==> src/rtl/vga_rect_fill.sv <==
// ============================================================================
// Module  : vga_rect_fill
// Brief   : Bus-mapped rectangle fill engine streaming one pixel per clock
//           into the 160x120 1-bpp frame buffer write port.
// Revision: 1.0
// ============================================================================
`default_nettype none

module vga_rect_fill #(
  parameter logic [7:0] BASE_ADDR = 8'hB4,
  parameter int         H_PIXELS  = 160,
  parameter int         V_PIXELS  = 120
) (
  input  logic        clk_i,
  input  logic        rst_i,
  input  logic [7:0]  bus_addr_i,
  input  logic [7:0]  bus_data_i,
  input  logic        bus_we_i,
  output logic [7:0]  bus_data_o,
  output logic        bus_data_oe_o,
  output logic [14:0] fb_addr_o,
  output logic        fb_data_o,
  output logic        fb_we_o,
  output logic        busy_o,
  output logic        done_o
);

  localparam logic [7:0] X_LIM = 8'(H_PIXELS - 1);
  localparam logic [6:0] Y_LIM = 7'(V_PIXELS - 1);

  typedef enum logic [1:0] {
    S_IDLE = 2'd0,
    S_CLIP = 2'd1,
    S_FILL = 2'd2,
    S_DONE = 2'd3
  } state_t;

  state_t     state_q;
  logic [7:0] x0_q, x1_q;
  logic [6:0] y0_q, y1_q;
  logic       colour_q;
  logic [7:0] xmin_q, xmax_q, x_q;
  logic [6:0] ymax_q, y_q;
  logic       fb_we_q, busy_q, done_q;

  logic [7:0] w_xmin_d, w_xhi, w_xmax_d;
  logic [6:0] w_ymin_d, w_yhi, w_ymax_d;
  logic       w_empty;

  // Bounds are normalised and clamped from the corner registers; only latched in CLIP.
  always_comb begin
    w_xmin_d = (x0_q < x1_q) ? x0_q : x1_q;
    w_xhi    = (x0_q < x1_q) ? x1_q : x0_q;
    w_xmax_d = (w_xhi > X_LIM) ? X_LIM : w_xhi;
    w_ymin_d = (y0_q < y1_q) ? y0_q : y1_q;
    w_yhi    = (y0_q < y1_q) ? y1_q : y0_q;
    w_ymax_d = (w_yhi > Y_LIM) ? Y_LIM : w_yhi;
    w_empty  = (w_xmin_d > X_LIM) || (w_ymin_d > Y_LIM);
  end

  always_ff @(posedge clk_i or posedge rst_i) begin
    if (rst_i) begin
      state_q  <= S_IDLE;
      x0_q     <= '0;
      x1_q     <= '0;
      y0_q     <= '0;
      y1_q     <= '0;
      colour_q <= 1'b0;
      xmin_q   <= '0;
      xmax_q   <= '0;
      ymax_q   <= '0;
      x_q      <= '0;
      y_q      <= '0;
      fb_we_q  <= 1'b0;
      busy_q   <= 1'b0;
      done_q   <= 1'b0;
    end else begin
      case (state_q)
        S_IDLE: begin
          done_q <= 1'b0;
          if (bus_we_i) begin
            if (bus_addr_i == BASE_ADDR)        x0_q <= bus_data_i;
            if (bus_addr_i == BASE_ADDR + 8'd1) y0_q <= bus_data_i[6:0];
            if (bus_addr_i == BASE_ADDR + 8'd2) x1_q <= bus_data_i;
            if (bus_addr_i == BASE_ADDR + 8'd3) y1_q <= bus_data_i[6:0];
            if (bus_addr_i == BASE_ADDR + 8'd4) begin
              colour_q <= bus_data_i[0];
              if (bus_data_i[1]) begin
                busy_q  <= 1'b1;
                state_q <= S_CLIP;
              end
            end
          end
        end
        S_CLIP: begin
          if (w_empty) begin
            done_q  <= 1'b1;
            state_q <= S_DONE;
          end else begin
            xmin_q  <= w_xmin_d;
            xmax_q  <= w_xmax_d;
            ymax_q  <= w_ymax_d;
            x_q     <= w_xmin_d;
            y_q     <= w_ymin_d;
            fb_we_q <= 1'b1;
            state_q <= S_FILL;
          end
        end
        S_FILL: begin
          if (x_q == xmax_q) begin
            x_q <= xmin_q;
            // Hold y on the final row so the counter never steps past the clamp.
            if (y_q == ymax_q) begin
              fb_we_q <= 1'b0;
              done_q  <= 1'b1;
              state_q <= S_DONE;
            end else begin
              y_q <= y_q + 7'd1;
            end
          end else begin
            x_q <= x_q + 8'd1;
          end
        end
        S_DONE: begin
          done_q  <= 1'b0;
          busy_q  <= 1'b0;
          state_q <= S_IDLE;
        end
        default: state_q <= S_IDLE;
      endcase
    end
  end

  assign fb_addr_o     = {y_q, x_q};
  assign fb_data_o     = colour_q;
  assign fb_we_o       = fb_we_q;
  assign busy_o        = busy_q;
  assign done_o        = done_q;
  assign bus_data_o    = {7'b0, busy_q};
  assign bus_data_oe_o = (bus_addr_i == BASE_ADDR + 8'd5) & ~bus_we_i;

endmodule

`default_nettype wire

==> config.mk <==
export PLATFORM = sky130hd
export DESIGN_NAME = vga_rect_fill
export DESIGN_NICKNAME = d
export VERILOG_FILES = /design/src/rtl/vga_rect_fill.sv
export SDC_FILE = /design/constraint.sdc
export NUM_CORES = 1
export LEC_CHECK = 0
export ABC_AREA = 0
export ABC_CLOCK_PERIOD_IN_PS = 2300
export CAP_MARGIN = 20
export CORE_ASPECT_RATIO = 1.25
export CORE_MARGIN = 2
export CORE_UTILIZATION = 30
export CTS_CLUSTER_DIAMETER = 100
export DETAILED_ROUTE_END_ITERATION = 16
export MAX_ROUTING_LAYER = met4
export REMOVE_ABC_BUFFERS = 1
export SETUP_SLACK_MARGIN = 0.05
export SLEW_MARGIN = 10
export SYNTH_ARGS = -nofsm -noshare
export SYNTH_HDL_FRONTEND = slang
export SYNTH_SLANG_ARGS = --single-unit
==> constraint.sdc <==
create_clock -name clk_i -period 2.3 [get_ports clk_i]
set_input_delay 0.46 -clock clk_i [delete_from_list [all_inputs] [get_ports clk_i]]
set_output_delay 0.46 -clock clk_i [all_outputs]
set_load 0.02 [all_outputs]
==> flow_metrics.py <==
metrics = {
    "outcome": {
        "status": "finished, violations left",
        "violations": "setup timing",
    },
    "floorplan": {
        "io_pins": 47,
        "rows": 50,
        "die_h_um": 141,
        "design.die.area_mm2": 0.0160,
        "placeableCoreArea_mm2": 0.0148,
        "die_w_um": 114,
        "initial_utilization": 0.304,
    },
    "power": {
        "p_leak_uw": 0.00299,
        "power.total_uw": 3080,
        "ir_worst_vdd_uv": 392,
        "power_density_mw_per_mm2": 453,
    },
    "layout": {
        "n_antenna_cell": 0,
        "area_delta_synth_final_pct": 50.9,
        "nFillCells": 1335,
        "fin_nets": 620,
        "final_layout_size_suffix_gt1_frac": 0.414,
        "utilization": 0.459,
    },
    "setup_path": {
        "critPathCapture": "x_q[6]",
        "cp-end-kind": "register",
        "crit_type": "register to register",
        "critPathLaunch": "x0_q[3]",
        "crit_path_start_kind": "register",
        "rr_endpoint": "x_q[6]",
        "reg2reg_depth": 10,
        "required_ps": 2520,
        "r2r-start": "x0_q[3]",
        "critPathMaxFanout": 8,
        "cp_data_arrival_time_ps": 2700,
        "ff2ff_setup_slack_ps": -170,
    },
    "grt": {
        "grt_pass1_wl_um": 21200,
        "grtUsageMet3": 0.0241,
        "track_usage": 0.172,
        "grt_use_met2": 0.301,
        "grt_util_met1": 0.195,
        "grt_max_degree": 34,
        "first_global_vias": 4179,
        "gr-total-overflow": 0,
        "grt-busiest-layer": "met2",
        "antenna_found_initial": 0,
    },
    "place": {
        "port_buffers": 39,
        "preCtsSetupSlack_ps": -285,
        "routabilityCongestion": 0.846,
        "dpl.hpwl_um": 9480,
    },
    "synth": {
        "synth_common_cells": "74 x dfrtp_1, 36 x mux2_2, 27 x nor2_1",
        "ys_types": 57,
        "synth_area_leaders": "dfrtp_1 41%, mux2_2 9.0%, ha_1 5.3%, xnor2_1 3.3%, mux2i_1 3.1%",
        "postSynthCellCount": 436,
        "yosysSeqAreaShare": 0.410,
        "yosysMostFrequentCell": "dfrtp_1",
        "synth_edf_count": 0,
        "synth.yosys.warnings": 0,
        "synth_ff_type": "dfrtp_1",
        "syn_area_mm2": 0.00451,
        "postSynthRegisterBits": 74,
        "async_flop_share": 1.00,
        "synth_top_area_frac": 0.410,
        "postSynthAreaPerCell_um2": 10.3,
        "synth_top_area_cell": "dfrtp_1",
    },
    "min_path": {
        "min_path_type": "input pin to asynchronous set/reset pin",
    },
    "clock_tree": {
        "cts_inserted_buffers": 9,
        "clk_latency_ps": 340,
        "clock-root-buffer": "clkbuf_16",
        "clock_sinks": 74,
        "cts_max_path_buffers": 2,
        "cts_tree": "done",
        "clkTransAtPathRegs_ps": 60,
        "htreeDepth": 3,
    },
    "route": {
        "antenna_left": 0,
        "via_per_inst": 5.24,
        "wl_per_cell_um": 17.2,
        "dr.pass1.iters": 4,
        "drc": 0,
        "via_count": 4028,
        "drt_iter0_drc": 174,
        "drt_wl_total_um": 13200,
    },
    "timing": {
        "final.period_utilization": 1.07,
        "fmax_mhz": 405,
        "setup_viol": 34,
        "hold_violations": 0,
        "finClkSkew_ps": 7.73,
        "slew_violations": 0,
        "fin_ws_ps": -172,
        "worstMarginPinSlew_ps": 749,
        "rsz0062_at_grt": "yes",
        "slew_headroom": 0.500,
        "min_period_ps": 2470,
    },
    "flow_run": {
        "drv_cap": 0,
    },
}
-- placed cells by master (no fill, tap or decap), types with 9 or more instances in the layout --
| cell type | Yosys | layout |
|---|---|---|
| nand4_1 | 9 | 9 |
| a21oi_1 | 15 | 13 |
| nor2_1 | 27 | 25 |
| ha_1 | 19 | 13 |
| nand2_1 | 21 | 21 |
| clkdlybuf4s50_1 | 0 | 38 |
| buf_4 | 8 | 99 |
| a31oi_4 | 0 | 9 |
| mux2_2 | 36 | 29 |
| dfrtp_1 | 74 | 74 |
| mux2_4 | 0 | 14 |
| mux2i_1 | 14 | 12 |
| inv_1 | 19 | 13 |
| clkbuf_16 | 0 | 9 |
| buf_6 | 0 | 16 |
| o21ai_0 | 16 | 16 |
| nand3_1 | 13 | 13 |
| xnor2_1 | 17 | 17 |
-- stage by stage --
stage	TNS, ps	instances	area, um^2	hold slack (ps)
after CTS	-2160	764	6510	491
after global placement	-4250	738	5820	473
after floorplan	-32370	414	4390	453
after detailed placement	-6200	738	5820	483
after global routing	-6320	769	6810	529
final	-2990	769	6810	469
-- worst min-delay path by stage --
stage,slack (ps),startpoint,to,cells after the start
after floorplan,450,xmin_q[2],xmin_q[2],1
after global routing,530,rst_i,xmax_q[3],2
after detailed placement,480,xmin_q[1],xmin_q[1],1
after CTS,490,rst_i,x0_q[2],2
final,470,rst_i,xmax_q[2],2
after global placement,470,xmin_q[7],xmin_q[7],1
-- layout make-up --
| type | count | area (um^2) | area share |
|---|---|---|---|
| Clock inverter | 4 | 97.6 | 0.0143 |
| Timing Repair Buffer | 157 | 1370 | 0.201 |
| Tap cell | 182 | 228 | 0.0334 |
| Multi-Input combinational cell | 320 | 2930 | 0.430 |
| Sequential cell | 74 | 1850 | 0.272 |
| Inverter | 20 | 75.1 | 0.0110 |
| Clock buffer | 12 | 256 | 0.0377 |
-- metal layers --
metal,part of all wire,vias up
met5,0,-
met4,0.036,0
met3,0.031,30
met2,0.52,98
met1,0.41,1995
li1,-,1905
-- state kept, by name (all words and copies together) (netlist names) --
name,cells
y1_q,7
ymax_q,7
x_q,8
xmin_q,8
x0_q,8
state_q,2
x1_q,8
fb_we_o,1
busy_o,1
xmax_q,8
done_o,1
y0_q,7
fb_data_o,1
y_q,7
-- repair_timing --
action                                  CTS  global route
setup buffers                            10             8
endpoints found under the setup margin   42            42
resized for setup                        62            40
cloned                                    2             0
pin swaps                                14            11
hold buffers                              0             0
-- power by group --
part	internal (uW)	switching, uW	leakage (uW)
logic	43.2	55.4	0.00188
registers	1300	0.0116	0.000941
clock network	1120	562	0.000169
total	2470	618	0.00299
-- cell families (layout without fill, tap and decap cells) --
family,count (synthesis),count (layout),synth area share
XOR/XNOR,21,21,0.0408
other,1,7,0.000831
AO/OA/AOI/OAI,100,100,0.167
buffers and inverters,48,193,0.0483
adder cells (fa/ha/maj),19,19,0.0527
flip-flops,74,74,0.410
AND/OR/NAND/NOR,111,111,0.129
multiplexers,62,62,0.151
-- critical path: stages, from the launching register on --
cell,delay (ps)
dfrtp_1,410
ha_4,270
o21a_1,160
nor2_4,50
o31ai_4,290
buf_6,170
mux2i_4,320
buf_6,160
o31ai_2,50
buf_4,190
o221a_2,280
No activity file was read; power rests on OpenSTA's default activity.
